### config.mk
export PLATFORM = sky130hd
export DESIGN_NAME = decode_issue_ctrl
export DESIGN_NICKNAME = d
export VERILOG_FILES = /design/src/rtl/decode_issue_ctrl.sv
export SDC_FILE = /design/constraint.sdc
export NUM_CORES = 1
export LEC_CHECK = 0
export CAP_MARGIN = 20
export CORE_AREA = 8 8 190 192
export CTS_BUF_LIST = sky130_fd_sc_hd__clkbuf_8
export DETAILED_ROUTE_END_ITERATION = 10
export DIE_AREA = 0 0 198 200
export HOLD_SLACK_MARGIN = 0.1
export MAX_ROUTING_LAYER = met4
export PLACE_DENSITY = 0.65
export SLEW_MARGIN = 5
export SYNTH_ARGS = -nofsm -noshare
export SYNTH_HDL_FRONTEND = slang
export SYNTH_SLANG_ARGS = --single-unit
### constraint.sdc
create_clock -name clk -period 2.01 [get_ports clk]
set_clock_uncertainty 0.1 [all_clocks]
set_input_delay 0.201 -clock clk [delete_from_list [all_inputs] [get_ports clk]]
set_output_delay 0.201 -clock clk [all_outputs]
set_load 0.01 [all_outputs]
### src/rtl/decode_issue_ctrl.sv
// Decode/issue control: owns the ID/EX register, forwards operands from EX/MA/WB,
// inserts bubbles on load-use and branch flush, and keeps saturating stall/flush counters.
module decode_issue_ctrl #(
    parameter int unsigned CNT_W = 16
) (
    input  logic             clk,
    input  logic             rst,
    input  logic [31:0]      id_inst,
    input  logic [31:0]      id_rs1_dat,
    input  logic [31:0]      id_rs2_dat,
    input  logic [31:0]      id_imm,
    input  logic             id_sel_imm,
    input  logic [31:0]      id_pc,
    input  logic             id_sel_pc,
    input  logic             if_branch_taken,
    input  logic [31:0]      if_branch_nt_pc,
    input  logic             id_fwd_we,
    input  logic [4:0]       id_fwd_dst,
    input  logic [31:0]      id_fwd_dat,
    input  logic             ma_fwd_we,
    input  logic [4:0]       ma_fwd_dst,
    input  logic [31:0]      ma_fwd_dat,
    input  logic             wb_fwd_we,
    input  logic [4:0]       wb_fwd_dst,
    input  logic [31:0]      wb_fwd_dat,
    input  logic             ex_load,
    input  logic             ex_branch_flush,
    output logic [31:0]      ex_inst,
    output logic [31:0]      ex_dat_a,
    output logic [31:0]      ex_dat_b,
    output logic [31:0]      ex_rd2,
    output logic             id_branch_taken,
    output logic [31:0]      id_branch_nt_pc,
    output logic             id_stall,
    output logic [CNT_W-1:0] stall_cnt,
    output logic [CNT_W-1:0] flush_cnt
);

    localparam logic [31:0] BUBBLE    = 32'h0000_0013;
    localparam logic [6:0]  OP_LUI    = 7'b0110111;
    localparam logic [6:0]  OP_AUIPC  = 7'b0010111;
    localparam logic [6:0]  OP_JAL    = 7'b1101111;
    localparam logic [6:0]  OP_OP     = 7'b0110011;
    localparam logic [6:0]  OP_STORE  = 7'b0100011;
    localparam logic [6:0]  OP_BRANCH = 7'b1100011;

    typedef enum logic [0:0] {StRun, StStall} state_e;

    state_e      state_q, state_d;
    logic [6:0]  opcode;
    logic [4:0]  rs1, rs2, ex_rd;
    logic        rs1_used, rs2_used;
    logic        load_use;
    logic [31:0] fwd_rs1, fwd_rs2;
    logic        bubble, stall_inc, flush_inc;

    assign opcode = id_inst[6:0];
    assign rs1    = id_inst[19:15];
    assign rs2    = id_inst[24:20];
    assign ex_rd  = ex_inst[11:7];

    assign rs1_used = !(opcode inside {OP_LUI, OP_AUIPC, OP_JAL});
    assign rs2_used = opcode inside {OP_OP, OP_STORE, OP_BRANCH};

    // EX forwarding of a load would carry the address, not the data, hence the stall.
    assign load_use = ex_load && (ex_rd != 5'd0) &&
                      ((rs1_used && (rs1 == ex_rd)) || (rs2_used && (rs2 == ex_rd)));

    always_comb begin
        fwd_rs1 = id_rs1_dat;
        if (rs1 != 5'd0) begin
            if (id_fwd_we && (id_fwd_dst == rs1)) begin
                fwd_rs1 = id_fwd_dat;
            end else if (ma_fwd_we && (ma_fwd_dst == rs1)) begin
                fwd_rs1 = ma_fwd_dat;
            end else if (wb_fwd_we && (wb_fwd_dst == rs1)) begin
                fwd_rs1 = wb_fwd_dat;
            end
        end
    end

    always_comb begin
        fwd_rs2 = id_rs2_dat;
        if (rs2 != 5'd0) begin
            if (id_fwd_we && (id_fwd_dst == rs2)) begin
                fwd_rs2 = id_fwd_dat;
            end else if (ma_fwd_we && (ma_fwd_dst == rs2)) begin
                fwd_rs2 = ma_fwd_dat;
            end else if (wb_fwd_we && (wb_fwd_dst == rs2)) begin
                fwd_rs2 = wb_fwd_dat;
            end
        end
    end

    always_comb begin
        state_d   = state_q;
        id_stall  = 1'b0;
        bubble    = 1'b0;
        stall_inc = 1'b0;
        flush_inc = 1'b0;
        case (state_q)
            StRun: begin
                if (ex_branch_flush) begin
                    bubble    = 1'b1;
                    flush_inc = 1'b1;
                end else if (load_use) begin
                    state_d   = StStall;
                    bubble    = 1'b1;
                    id_stall  = 1'b1;
                    stall_inc = 1'b1;
                end
            end
            StStall: begin
                // Load data is now in MA and reaches decode through ma_fwd.
                state_d = StRun;
                if (ex_branch_flush) begin
                    bubble    = 1'b1;
                    flush_inc = 1'b1;
                end
            end
            default: state_d = StRun;
        endcase
    end

    always_ff @(posedge clk) begin
        if (rst) begin
            state_q         <= StRun;
            ex_inst         <= BUBBLE;
            ex_dat_a        <= 32'd0;
            ex_dat_b        <= 32'd0;
            ex_rd2          <= 32'd0;
            id_branch_taken <= 1'b0;
            id_branch_nt_pc <= 32'd0;
            stall_cnt       <= '0;
            flush_cnt       <= '0;
        end else begin
            state_q         <= state_d;
            ex_inst         <= bubble ? BUBBLE : id_inst;
            ex_dat_a        <= id_sel_pc ? id_pc : fwd_rs1;
            ex_dat_b        <= id_sel_imm ? id_imm : fwd_rs2;
            ex_rd2          <= fwd_rs2;
            // A bubble must never look like a taken prediction to execute.
            id_branch_taken <= bubble ? 1'b0 : if_branch_taken;
            id_branch_nt_pc <= if_branch_nt_pc;
            if (stall_inc && (stall_cnt != {CNT_W{1'b1}})) begin
                stall_cnt <= stall_cnt + {{(CNT_W-1){1'b0}}, 1'b1};
            end
            if (flush_inc && (flush_cnt != {CNT_W{1'b1}})) begin
                flush_cnt <= flush_cnt + {{(CNT_W-1){1'b0}}, 1'b1};
            end
        end
    end

endmodule
==> summary.md <==
| Metric | Value |
|---|---|
| Status | finished with violations |
| Failing checks | negative setup slack |
| P&R area growth vs syn | 85.7% |
| Crit path arrival time | 2.65 ns |
| Nets | 2017 |
| Worst hold path type | in2reg |
| Post-synth ARST share | 0% |
| Die Width | 198 µm |
| Post-Place Cells | 2079 |
| Largest fanout on the critical path | 6 |
| Clock root buffer | clkbuf_8 |
| Leading post-synthesis cells by cell area | dfxtp_1, nor2_1, a221oi_1 |
| Post-route minimum period | 2.34 ns |
| VDD IR max | 0.379 mV |
| CP delay by family, top | simple AND/OR/NAND/NOR gates |
| RSZ-0062 raised after global routing | true |
| Setup violations, final | 50 |
| Drc violations | 0 |
| Max Clk Rate | 427 MHz |
| CP Buf/Inv Count | 4 |
| Total die area | 0.0396 mm² |
| CTS tree | done |
| Synth Instances | 1095 |
| Fin cells | 2166 |
| Grt ovf | 0 |
| Antenna Nets Post-Route | 0 |
| CTS buffer count | 17 |
| Final setup TNS | -10.60 ns |
| Tot GR Track Use | 24.8% |
| Yosys top cell area share | 40.9% |
| Bufs on Longest Clock Path | 2 |
| Vias in the first global route | 11.3k |
| First-pass GRT wire length | 71600 µm |
| CTS clk-pin slew, worst paths | 0.12 ns |
| Die H | 200 µm |
| Syn Area/Cell | 8.67 µm² |
| Vias/cell | 5.19 |
| Core ar. | 0.0331 mm² |
| Leading area contributor after synthesis | dfxtp_1 |
| CP Capture Type | register |
| Critical path cell sequence | or4_4, o21ai_4, nor4_4, buf_4, buf_6, nor4_4, buf_6, buf_12, or2b_1 |
| Antenna violations before repair | 3 |
| Critical path class | reg2reg |
| Post-synth top flop | dfxtp_1 |
| Netlist cell types | 52 |
| LEAKAGE | 6.76 nW |
| WL per Instance | 24.0 µm |
| Clk Latency, worst-skew pair | 0.51 ns |
| Placement row count | 67 |
| Port buffer count | 506 |
| H-tree Lvls | 4 |
| Iteration-0 DRC Markers | 682 |
| Seq/Total Area, Yosys | 40.9% |
| DR vias | 11.2k |
| Clk sinks | 194 |
| CP Data Required Time | 2.32 ns |
| Max incr delay on CP | 0.52 ns |
| Largest net degree at the start of global routing | 109 |
| Yosys warning count | 0 |
| First drt pass iteration count | 7 |
| Final wirelength | 52000 µm |
| CP max-delay cell | or4_4 |
| Final worst slack | -0.331 ns |
| # IOs | 507 |
| Worst-margin pin slew | 0.803 ns |
| Synthesis-stage register bit count | 194 |
| Layout cells sized above 1 | 18.5% |
| Number of synthesized flops with an enable pin | 0 |
| Syn_nets | 1410 |
| Initial Util | 28.7% |
| Final Cycle Share | 116% |
| Pwr Density | 542 mW/mm² |
| Max-slew violations | 0 |
| Final Wtd Congestion | 0.876 |
| Endpoints failing hold | 0 |
| Slew HR | 46.5% |
| Max-cap check violation count | 0 |
| Cell Area, Synth | 0.00950 mm² |
| DP HPWL | 37600 µm |
| Crit path launch type | register |
-- stage by stage --
stage	cell area (µm²)	hold slack (ns)	util [%]	power, mW	worst slack, ns
final	17600	0.147	53.2	9.55	-0.331
after global routing	17600	0.108	53.2	9.94	-0.419
after CTS	17100	0.101	51.8	9.55	-0.336
after detailed placement	16000	0.409	48.4	6.55	-0.890
after global placement	16000	0.394	48.4	6.53	-0.930
after floorplan	9560	0.180	-	5.02	-0.100
-- path summary, 6_finish.rpt --
check / from / to / slack (ns) / cells past startpoint
max: ex_inst[11] / ex_inst[0] / -0.33 / 9
min: id_inst[17] / ex_inst[17] / 0.15 / 3
max reg2reg: ex_inst[11] / ex_inst[0] / -0.33 / 9
min reg2reg: flush_cnt[1] / flush_cnt[1] / 0.45 / 2
-- flip-flops by register name (all words and copies together), names as in the netlist --
register,count
ex_inst,32
stall_cnt,16
ex_rd2,32
id_branch_nt_pc,32
ex_dat_b,32
id_branch_taken,1
ex_dat_a,32
flush_cnt,16
state_q,1
-- synthesized netlist by cell type, drive strengths merged (3+ instances only) --
library cell,instances
nor2,219
dfxtp,194
clkbuf,71
a211oi,64
a221oi,62
a21oi,47
and3,38
nor2b,38
xnor2,34
mux2i,33
a211o,32
and2,32
a22oi,30
buf,30
o31a,30
xor2,23
nand2,18
nand3,15
nor4,12
nand4,11
or4,11
nor3,8
o31ai,8
o21ai,6
inv,5
and4,3
or3,3
-- kinds of logic after synthesis --
family	count (synthesis)	synth area share [%]
and+or+nand+nor	416	21.7
buffers and inverters	106	4.99
adders and majority gates	2	0.263
muxes	34	3.60
DFF	194	40.9
xor gates and xnor gates	57	5.26
AOI/OAI and AO/OA	286	23.3
-- cell type report --
cell class	count	area [µm²]
Clock buffer	18	248
Sequential cell	194	3890
Clock inverter	14	198
Timing Repair Buffer	687	7040
Multi-Input combinational cell	797	5670
Antenna cell	3	7.51
Inverter	5	18.8
Fill cell	3004	15500
Tap cell	448	561
-- power by group --
group          total, mW  internal, mW  switching [mW]
Combinational       2.51          1.44            1.07
Sequential          4.13          4.05          0.0731
Clock               2.92          1.30            1.61
-- metal layers --
layer	part of all wire, %	vias up	global-route usage [%]
met5	0	-	-
met4	3.4	0	10.7
met3	6.9	97	5.25
met2	50	552	41.6
met1	40	5385	28.4
li1	-	5214	-
-- cell usage in the layout, fill, tap and decap left out, drive strengths merged, types with 3 or more instances in the layout --
master and n:
clkbuf 22, nor4 12, dlymetal6s2s 4, or4 11, nand2 18, nand3 15
and4 3, a221oi 62, dlygate4sd3 11, o31a 30, mux2i 33, dfxtp 194
and2 32, or3 3, a211oi 64, xor2 23, nor3 8, nor2 219
xnor2 34, nand4 11, dlygate4sd2 12, a21oi 47, diode 3, clkdlybuf4s50 486
inv 9, and3 38, o31ai 8, o21ai 7, clkinv 5, a211o 32
a22oi 30, buf 169, bufinv 3, nor2b 39
-- what timing repair did --
action | 4_1_cts | 5_1_grt
gates resized for setup | 64 | 79
endpoints found under the setup margin | 149 | 123
endpoints found under the hold margin | 9 | 2
pin swaps | 30 | 44
gates cloned | 8 | 5
buffers inserted | 23 | 12
hold buffers | 9 | 2
-- worst reg2reg max path, delay by kind of cell (launching register included) --
kind,cells,cell delay (ns)
AOI/OAI and AO/OA,1,0.23
DFF,1,0.36
buffers and inverters,4,0.56
and+or+nand+nor,4,1.00
Power figures use the tool's default switching activity.
